**src/rtl/ripple_count_sampler.sv**
```systemverilog
// Samples a free-running 4-bit ripple counter into the clk domain, filters ripple
// glitches, and accumulates accepted count changes into a wide event total.
module ripple_count_sampler #(
  parameter int TOTAL_W  = 16,
  parameter int STABLE_N = 2
) (
  input  logic               clk,
  input  logic               reset,
  input  logic [3:0]         count_in,
  input  logic               clr,
  input  logic [TOTAL_W-1:0] threshold,
  output logic [3:0]         count_sync,
  output logic [3:0]         delta,
  output logic               delta_valid,
  output logic [TOTAL_W-1:0] total,
  output logic               thresh_hit,
  output logic               overflow
);

  localparam int RUN_W = 3;

  typedef enum logic {TRACK, STABLE} filt_state_t;

  logic [3:0]       s1, s2, s3;
  logic [RUN_W-1:0] run_len, run_len_next;
  filt_state_t      state;
  logic             accept;
  logic [3:0]       delta_next;
  logic [TOTAL_W:0] sum;

  always_comb begin
    // NOTE: every signal gets a default first so no path leaves it unassigned (no latches).
    state        = TRACK;
    run_len_next = run_len;
    accept       = 1'b0;
    delta_next   = s2 - count_sync;
    sum          = {1'b0, total} + {{(TOTAL_W - 3){1'b0}}, delta_next};

    if (run_len == RUN_W'(STABLE_N)) state = STABLE;

    if (s2 != s3)
      run_len_next = RUN_W'(1);
    else if (state == TRACK)
      run_len_next = run_len + RUN_W'(1);

    // STABLE describes the samples already compared; s2 == s3 keeps a value that has
    // only just reached s2 from being taken before it has a run of its own.
    accept = (state == STABLE) && (s2 == s3) && (s2 != count_sync);
  end

  always_ff @(posedge clk) begin
    if (reset) begin
      s1          <= '0;
      s2          <= '0;
      s3          <= '0;
      run_len     <= RUN_W'(1);
      count_sync  <= '0;
      delta       <= '0;
      delta_valid <= 1'b0;
      total       <= '0;
      thresh_hit  <= 1'b0;
      overflow    <= 1'b0;
    end else begin
      // NOTE: non-blocking assignments so every flop samples pre-edge values (s1->s2->s3 shift).
      s1          <= count_in;
      s2          <= s1;
      s3          <= s2;
      run_len     <= run_len_next;
      delta_valid <= accept;

      if (accept) begin
        count_sync <= s2;
        delta      <= delta_next;
      end

      // Clear wins over both the compare and the accumulation, but not the baseline.
      if (clr) begin
        total      <= '0;
        thresh_hit <= 1'b0;
        overflow   <= 1'b0;
      end else begin
        if (total >= threshold) thresh_hit <= 1'b1;
        if (accept) begin
          total <= sum[TOTAL_W-1:0];
          if (sum[TOTAL_W]) overflow <= 1'b1;
        end
      end
    end
  end

endmodule

```
**config.mk**
```make
export PLATFORM = sky130hd
export DESIGN_NAME = ripple_count_sampler
export DESIGN_NICKNAME = d
export VERILOG_FILES = /design/src/rtl/ripple_count_sampler.sv
export SDC_FILE = /design/constraint.sdc
export NUM_CORES = 1
export LEC_CHECK = 0
export ABC_AREA = 1
export CAP_MARGIN = 40
export CORE_MARGIN = 2
export CORE_UTILIZATION = 30
export CTS_BUF_LIST = sky130_fd_sc_hd__clkbuf_2
export CTS_CLUSTER_SIZE = 40
export DETAILED_ROUTE_END_ITERATION = 10
export GPL_ROUTABILITY_DRIVEN = 0
export PLACE_DENSITY = 0.57
export SYNTH_ARGS = -nofsm -noshare
export SYNTH_HDL_FRONTEND = slang
export SYNTH_SLANG_ARGS = --single-unit
export TNS_END_PERCENT = 20
```
**constraint.sdc**
```tcl
create_clock -name clk -period 2.9 [get_ports clk]
set_input_delay 0.58 -clock clk [delete_from_list [all_inputs] [get_ports clk]]
set_output_delay 0.58 -clock clk [all_outputs]
set_load 0.05 [all_outputs]
```
# Word-level counts from Yosys, hierarchy flattened
# Index checks and enable logic that the tools add are counted.
[classes]
n_addsub = 3
magnitude_cmp = 1
n_eq_ne = 4
muxes = 1
n_reduce_logical = 5
[ops]
columns = ["op", "count"]
rows = [
  ["adder 16 x 4 -> 17 bit", 1],
  ["greater-or-equal comparator 16 bit", 1],
  ["inequality test 4 bit", 2],
  ["equality test 4 bit", 1],
  ["OR reduction 2 bit", 2],
  ["subtractor 4 bit", 1],
  ["adder 3 x 1 -> 3 bit, second input constant", 1],
  ["equality test 3 x 2 -> 1 bit, second input constant", 1],
  ["logical AND 1 bit", 2],
  ["AND reduction 2 bit", 1],
  ["two-way mux 1 bit", 1],
]
[totals]
ff_bits = 42
inputBits = 23
out_inout_bits = 27

# Depth between registers and ports, before layout
# Gate-level depths: netlist (run 1).
[logic_depth]
ltp_word = 5
depth_mapped = 17
mapped_depth_nobuf = 16

# Least setup slack after synthesis (run 1)
# Ideal clock, no wire load.
[synth_path]
path_kind = "reg-to-reg"
from = "register count_sync[0]"
to = "register total[14]"
setup_time_ns = 0.132
t_arrival_ns = 2.560
required_ns = 2.768
path_slack_ns = 0.208
path_stages_with_launch = 14
n_path_buf = 0
synth_period_minus_slack_ns = 2.692
cell_sequence = "dfxtp_1 ha_1 inv_1 fa_1 inv_1 fa_1 inv_1 nand3_1 a21oi_1 nand2_1 nand2_1 nand2_1 nand2_1 a21oi_1"
[synth_between]
elab_chain_len = 2
word_cells_on_any_way = 4
[synth_lines]
columns = ["element", "line_no", "source"]
rows = [
  ["start: declaration", "12", "output logic [3:0] count_sync,"],
  ["start signal: assignment", "57", "count_sync <= '0;"],
  ["start signal: assignment", "72", "count_sync <= s2;"],
  ["subtractor 4 bit", "36", "delta_next = s2 - count_sync;"],
  ["via delta_next[1]", "28", "logic [3:0] delta_next;"],
  ["adder 16 x 4 -> 17 bit", "37", "sum = {1'b0, total} + {{(TOTAL_W - 3){1'b0}}, delta_next};"],
  ["end signal: assignment", "84", "total <= sum[TOTAL_W-1:0];"],
  ["end: declaration", "15", "output logic [TOTAL_W-1:0] total,"],
]
# The timed path passes the listed nets, and every way through them passes these cells.
# A chain may end at the register's enable or synchronous reset.

# Worst setup path after layout (run 1)
[layout_path]
from = "register s2[0]"
to = "register total[8]"
[layout_between]
word_cells_on_any_way = 6
[layout_rtl]
columns = ["element", "line_no", "source"]
rows = [
  ["start: declaration", "24", "logic [3:0] s1, s2, s3;"],
  ["start signal: assignment", "54", "s2 <= '0;"],
  ["start signal: assignment", "66", "s2 <= s1;"],
  ["subtractor 4 bit", "36", ""],
  ["via delta_next[1]", "28", ""],
  ["adder 16 x 4 -> 17 bit", "37", ""],
]
# The timed path passes the listed nets, and every way through them passes these cells.

==> impl_metrics.py, run 1 <==
metrics = {
    "critical_path": {
        "critPathMostFrequentCell": "inv_1",
        "crit_path_top_delay_cell": "fa_1",
        "reg2regPathDepth": 13,
        "cp-endpoint": "total[8]$_SDFFE_PP0P_",
        "path_class": "reg2reg",
        "start_kind": "register",
        "critPathMaxStageDelay_ps": 530,
        "critPathBufInv": 4,
        "path_max_fanout": 4,
        "cp-startpoint": "s2[0]$_SDFF_PP0_",
        "crit_chain": "inv_1 -> ha_1 -> inv_1 -> fa_1 -> inv_1 -> fa_1 -> inv_1 -> nand3_1 -> nand2_1 -> nand2_1 -> xnor2_1 -> nand2_1 -> a21oi_1",
        "end_kind": "register",
        "reg2reg_to": "total[8]$_SDFFE_PP0P_",
        "r2r-start": "s2[0]$_SDFF_PP0_",
        "cp.depth": 13,
        "regToRegSetupSlack_ps": 340,
        "cp.arrival_ps": 2910,
        "crit_family": "adder cells",
        "crit_required_ps": 3240,
    },
    "final_layout": {
        "instances_no_fill": 537,
        "diodes": 0,
        "drive_gt1_share_pct": 4.895,
        "final_area_um2": 3277,
        "final_nets": 478,
        "final_cell_mix": "95 x nand2_1, 58 x inv_1, 49 x nor2_1, 49 x clkdlybuf4s50_1, 42 x dfxtp_1",
        "fillers": 920,
        "final_common_cell": "nand2_1",
        "area_delta_synth_final_pct": 25.37,
    },
    "floorplanning": {
        "start_util_pct": 30.42,
        "die_area_um2": 9475,
        "placementRows": 34,
        "ios": 50,
        "core_area_um2": 8593,
        "die_w_um": 97.34,
        "die_y_um": 97.34,
    },
    "yosys": {
        "yosysTopAreaCell": "dfxtp_1",
        "synth_compound_area_share_pct": 8.425,
        "synth_top_family_by_area": "simple AND/OR/NAND/NOR gates",
        "avgSynthCellArea_um2": 6.915,
        "yosysSeqAreaShare_pct": 32.17,
        "synth_nets": 428,
        "yosys.area_share.simple_pct": 30.30,
        "synthXorXnorAreaFrac_pct": 4.691,
        "synth_cell_types": 31,
        "yosysTopAreaCellShare_pct": 32.17,
        "synth_area_um2": 2614,
        "muxShareOfSynthArea_pct": 0,
        "synth_fa_ha_area_share_pct": 13.50,
        "ys_warn_count": 0,
        "synth.area.top_cells": "dfxtp_1 32%, nand2_1 14%, ha_1 12%",
        "syn_inst": 378,
        "yosys_register_bits": 42,
    },
    "sta": {
        "drv_slew": 0,
        "clock_skew_ps": 22.19,
        "worst_slack_ps": 336.2,
        "period_share_pct": 88.41,
        "fmax_mhz": 390.0,
        "finalSetupViolations": 0,
        "period_minus_slack_ps": 2564,
        "rsz0062_at_grt": "no",
        "hold_viol_final": 0,
        "setup_tns_ps": 0,
        "hold_slack_ps": 417.8,
        "worst-slew-pin-transition_ps": 593.9,
        "max_slew_margin_pct": 60.32,
    },
    "route": {
        "drt-initial-drc-count": 74,
        "finalWirelength_um": 5889,
        "dr.pass1.iters": 4,
        "wl_per_cell_um": 10.97,
        "viasPerCell": 4.443,
        "ant_nets": 0,
        "drc": 0,
        "vias": 2386,
    },
    "placed_design": {
        "hpwlAfterDp_um": 4491,
        "port_buffers": 49,
        "placed_cell_area_um2": 3202,
        "numPlacedInstances": 529,
        "post-place-ws_ps": 357.9,
    },
    "grt": {
        "grt_pass1_wl_um": 10090,
        "grt_max_degree": 26,
        "grt-ovfl-total": 0,
        "track_usage_pct": 12.87,
        "antenna_found_initial": 0,
        "grt_pass1_vias": 2272,
    },
    "pwr": {
        "ir_drop_v": 0.0001766,
        "power_density_nw_per_um2": 330.7,
        "p_leak_nw": 1.506,
    },
    "clocking": {
        "clk_latency_ps": 410,
        "cts_buffers": 5,
        "tritoncts": "done",
        "cts_num_sinks": 42,
        "clockBufferDepth": 2,
        "cts_setup_buffers": 0,
        "cts_root_buf": "clkbuf_2",
        "h-tree-depth": 2,
        "path_clk_slew_ps": 210,
    },
    "job": {
        "drv_cap": 0,
    },
    "hold_path": {
        "holdCritPathClass": "reg2reg",
        "whs_path_depth": 2,
    },
    "run_status": {
        "status": "finished, final reports clean",
    },
}
## sequential cells by signal, indices dropped and copies added, names as in the netlist
register and flops:
delta 4, s2 4, delta_valid 1, s3 4
count_sync 4, run_len 3, overflow 1, s1 4
total 16, thresh_hit 1
## final cells by class
type | instances | area [um2] | area share (%)
sequential | 42 | 840.8 | 25.66
tap | 108 | 135.1 | 4.124
inverter | 60 | 225.2 | 6.873
clock buffer | 6 | 30.03 | 0.9164
timing repair buffer | 52 | 513.0 | 15.65
clock inverter | 2 | 37.54 | 1.145
multi-input combinational | 267 | 1495 | 45.63
## metrics by stage
stage / total power (W) / util (%)
detailed placement: 0.0007477 / 37.26
global route: 0.001143 / 38.13
CTS: 0.001105 / 38.05
global placement: 0.0007442 / 37.26
floorplan: 0.0006963 / -
finish: 0.001084 / 38.13
## kinds of logic after synthesis
kind of cell / count (synthesis)
AOI/OAI and AO/OA: 42
xor gates and xnor gates: 14
adders and majority gates: 27
buffers and inverters: 69
DFF: 42
and+or+nand+nor: 184
## timing repair
item,in CTS,in global routing
gates resized for setup,0,1
hold buffers,0,0
endpoints found under the setup margin,0,1
## worst min-delay path: stages (launching register included)
cell	delay (ps)
dfxtp_1	340
inv_1	40
nor2_1	30
## worst min-delay path by stage
| stage | from | endpoint | slack, ps |
|---|---|---|---|
| final | s1[1]$_SDFF_PP0_ | s2[1]$_SDFF_PP0_ | 420 |
| after global routing | s1[1]$_SDFF_PP0_ | s2[1]$_SDFF_PP0_ | 430 |
| after CTS | s1[2]$_SDFF_PP0_ | s2[2]$_SDFF_PP0_ | 420 |
| after detailed placement | s1[1]$_SDFF_PP0_ | s2[1]$_SDFF_PP0_ | 400 |
| after global placement | s1[3]$_SDFF_PP0_ | s2[3]$_SDFF_PP0_ | 390 |
| after floorplan | s1[0]$_SDFF_PP0_ | s2[0]$_SDFF_PP0_ | 390 |
## power by group
| group | switching, W | total (W) | leakage (nW) | internal (W) |
|---|---|---|---|---|
| Clock | 0.000199 | 0.000349 | 0.0392 | 0.000149 |
| Sequential | 0.00000887 | 0.000600 | 0.341 | 0.000591 |
| Combinational | 0.0000708 | 0.000136 | 1.13 | 0.0000648 |
| Total | 0.000279 | 0.00108 | 1.51 | 0.000805 |
## layer usage
metal / share of wire [%] / vias to the layer above / wire length [um] / track usage (%)
met2: 46 / 39 / 2692 / 21.79
met3: 4.7 / 10 / 276 / 3.309
met1: 48 / 1060 / 2845 / 16.37
met4: 1.3 / 0 / 74 / 3.312
li1: - / 1277 / - / -
met5: 0 / - / 0 / 0
## synthesized netlist by cell type (all sizes together)
cell,instances
dfxtp,42
clkbuf,1
and2,1
ha,25
nand3b,3
a21oi,28
xnor2,3
a21o,2
buf,8
nor2,53
nor3,1
nand4,7
o21bai,1
xor2,11
o21a,1
or2,2
nand2,95
inv,60
fa,2
o21ai,10
nand3,22
(Power assumes the default switching activity.)
==> run 2: changes to the inputs <==
--- a/config.mk
+++ b/config.mk
@@ -14,6 +14,7 @@
 export DETAILED_ROUTE_END_ITERATION = 10
 export GPL_ROUTABILITY_DRIVEN = 0
 export PLACE_DENSITY = 0.57
+export SKIP_CTS_REPAIR_TIMING = 1
 export SYNTH_ARGS = -nofsm -noshare
 export SYNTH_HDL_FRONTEND = slang
 export SYNTH_SLANG_ARGS = --single-unit
==> results of run 2 <==
No change in the layout: final DEF, timing and power equal those of run 1.
==> run 3: changes to the inputs <==
--- a/config.mk
+++ b/config.mk
@@ -7,7 +7,6 @@
 export LEC_CHECK = 0
 export ABC_AREA = 1
 export CAP_MARGIN = 40
-export CORE_MARGIN = 2
 export CORE_UTILIZATION = 30
 export CTS_BUF_LIST = sky130_fd_sc_hd__clkbuf_2
 export CTS_CLUSTER_SIZE = 40
==> run 3 against run 2 <==
  * Clock power decreased by 25%
  * Global-route usage increased by 1.3 points
  * Die area decreased by 4.1%
  * Total power decreased by 8.0%
  * Sequential power about the same
  * Via count increased by 1.4%
  * Clock-buffer cell count decreased by 1
  * First-iteration DRC count increased by 1.4%
  * Fmax decreased by 1.1%
  * Cell count decreased by 0.56%
  * Register-to-register slack got worse by 30 ps
  * Wire length decreased by 2.0%
  * Critical path type unchanged
  * Largest cell class unchanged
  * Largest power group unchanged
==> impl_metrics.py, run 3 (same netlist as run 1, synthesis figures left out) <==
metrics = {
    "final_layout": {
        "largest_register_ffs": 16,
        "top_register": "total",
        "drive_gt1_share_pct": 4.895,
        "fin_util_pct": 38.93,
        "regArea_um2": 840.8,
        "final_nets": 478,
        "area_delta_synth_final_pct": 24.22,
        "final_cell_mix": "94 x nand2_1, 58 x inv_1, 49 x nor2_1, 49 x clkdlybuf4s50_1, 42 x dfxtp_1",
        "fillers": 881,
        "diodes": 0,
        "final_common_cell": "nand2_1",
        "multiInputGateArea_um2": 1490,
    },
    "sta": {
        "setup_tns_ps": 0,
        "hold_slack_ps": 419.2,
        "drv_slew": 0,
        "rsz0062_at_grt": "no",
        "hold_viol_final": 0,
        "worst-slew-pin-transition_ps": 592.7,
        "period_share_pct": 89.43,
        "period_minus_slack_ps": 2594,
        "max_slew_margin_pct": 60.39,
        "fmax_mhz": 385.6,
        "clock_skew_ps": 13.01,
        "finalSetupViolations": 0,
    },
    "grt": {
        "grt-ovfl-total": 0,
        "grt_pass1_wl_um": 10060,
        "track_usage_pct": 14.14,
        "grt_max_degree": 26,
        "grt_pass1_vias": 2262,
        "antenna_found_initial": 0,
    },
    "critical_path": {
        "regToRegSetupSlack_ps": 310,
        "cp-startpoint": "count_sync[2]$_SDFFE_PP0P_",
        "reg2regPathDepth": 12,
        "reg2reg_to": "total[8]$_SDFFE_PP0P_",
        "end_kind": "register",
        "crit_required_ps": 3250,
        "path_class": "reg2reg",
        "cp.arrival_ps": 2940,
        "r2r-start": "count_sync[2]$_SDFFE_PP0P_",
        "start_kind": "register",
        "cp-endpoint": "total[8]$_SDFFE_PP0P_",
        "path_max_fanout": 6,
    },
    "clocking": {
        "clockBufferDepth": 2,
        "h-tree-depth": 2,
        "cts_root_buf": "clkbuf_2",
        "cts_num_sinks": 42,
        "clk_latency_ps": 400,
        "path_clk_slew_ps": 220,
        "tritoncts": "done",
        "cts_buffers": 5,
    },
    "route": {
        "dr.pass1.iters": 4,
        "wl_per_cell_um": 10.81,
        "vias": 2420,
        "finalWirelength_um": 5773,
        "drc": 0,
        "viasPerCell": 4.532,
        "drt-initial-drc-count": 75,
        "ant_nets": 0,
    },
    "hold_path": {
        "holdCritPathClass": "reg2reg",
    },
    "floorplanning": {
        "die_y_um": 95.34,
        "core_area_um2": 8341,
        "die_area_um2": 9090,
        "placementRows": 33,
        "ios": 50,
        "start_util_pct": 31.34,
        "die_w_um": 95.34,
    },
    "pwr": {
        "finalPower_w": 0.0009967,
        "p_leak_nw": 1.495,
        "ir_drop_v": 0.0001546,
        "power_density_nw_per_um2": 307.0,
    },
    "job": {
        "drv_cap": 0,
    },
    "placed_design": {
        "port_buffers": 49,
        "hpwlAfterDp_um": 4473,
    },
    "run_status": {
        "status": "finished, final reports clean",
    },
}
run 3: worst min path at each step:
stage	from	endpoint	slack, ps	cells after the start
2_1_floorplan	s1[0]$_SDFF_PP0_	s2[0]$_SDFF_PP0_	390	2
3_3_place_gp	s1[3]$_SDFF_PP0_	s2[3]$_SDFF_PP0_	390	2
3_5_place_dp	s1[3]$_SDFF_PP0_	s2[3]$_SDFF_PP0_	400	2
4_1_cts	s1[1]$_SDFF_PP0_	s2[1]$_SDFF_PP0_	420	2
5_1_grt	s1[0]$_SDFF_PP0_	s2[0]$_SDFF_PP0_	450	2
6_report	s1[0]$_SDFF_PP0_	s2[0]$_SDFF_PP0_	420	2
run 3: final cells by class:
class | instances | area share [%]
Sequential cell | 42 | 25.90
Clock buffer | 5 | 0.7707
Tap cell | 105 | 4.046
Clock inverter | 3 | 0.6551
Inverter | 60 | 6.936
Multi-Input combinational cell | 267 | 45.90
Timing Repair Buffer | 52 | 15.80
run 3: per-layer routing:
metal / global-route usage (%) / wire length, um
met4: 5.556 / 125
met5: 0 / 0
met3: 3.030 / 266
met1: 17.63 / 2707
met2: 23.63 / 2673
run 3: metrics by stage:
stage	area [um2]	std cells	setup WS [ps]
after CTS	3244	534	302.6
after global routing	3247	534	40.09
after detailed placement	3198	526	355.3
after floorplan	2614	378	208.0
final	3247	534	306.5
after global placement	3198	526	337.2
run 3: critical path, cell delays in order (launching register included):
cell	delay (ps)
dfxtp_1	420
inv_1	60
ha_1	330
a21oi_1	160
o21a_1	140
xor2_1	250
ha_1	350
a21oi_1	260
nand2_2	140
nand2_1	120
xnor2_1	120
nand2_1	70
a21oi_1	130
run 3: where the power goes:
group | total (W) | switching [W] | internal, W
registers | 0.000600 | 0.00000876 | 0.000591
logic | 0.000134 | 0.0000693 | 0.0000643
clock network | 0.000263 | 0.000204 | 0.0000593
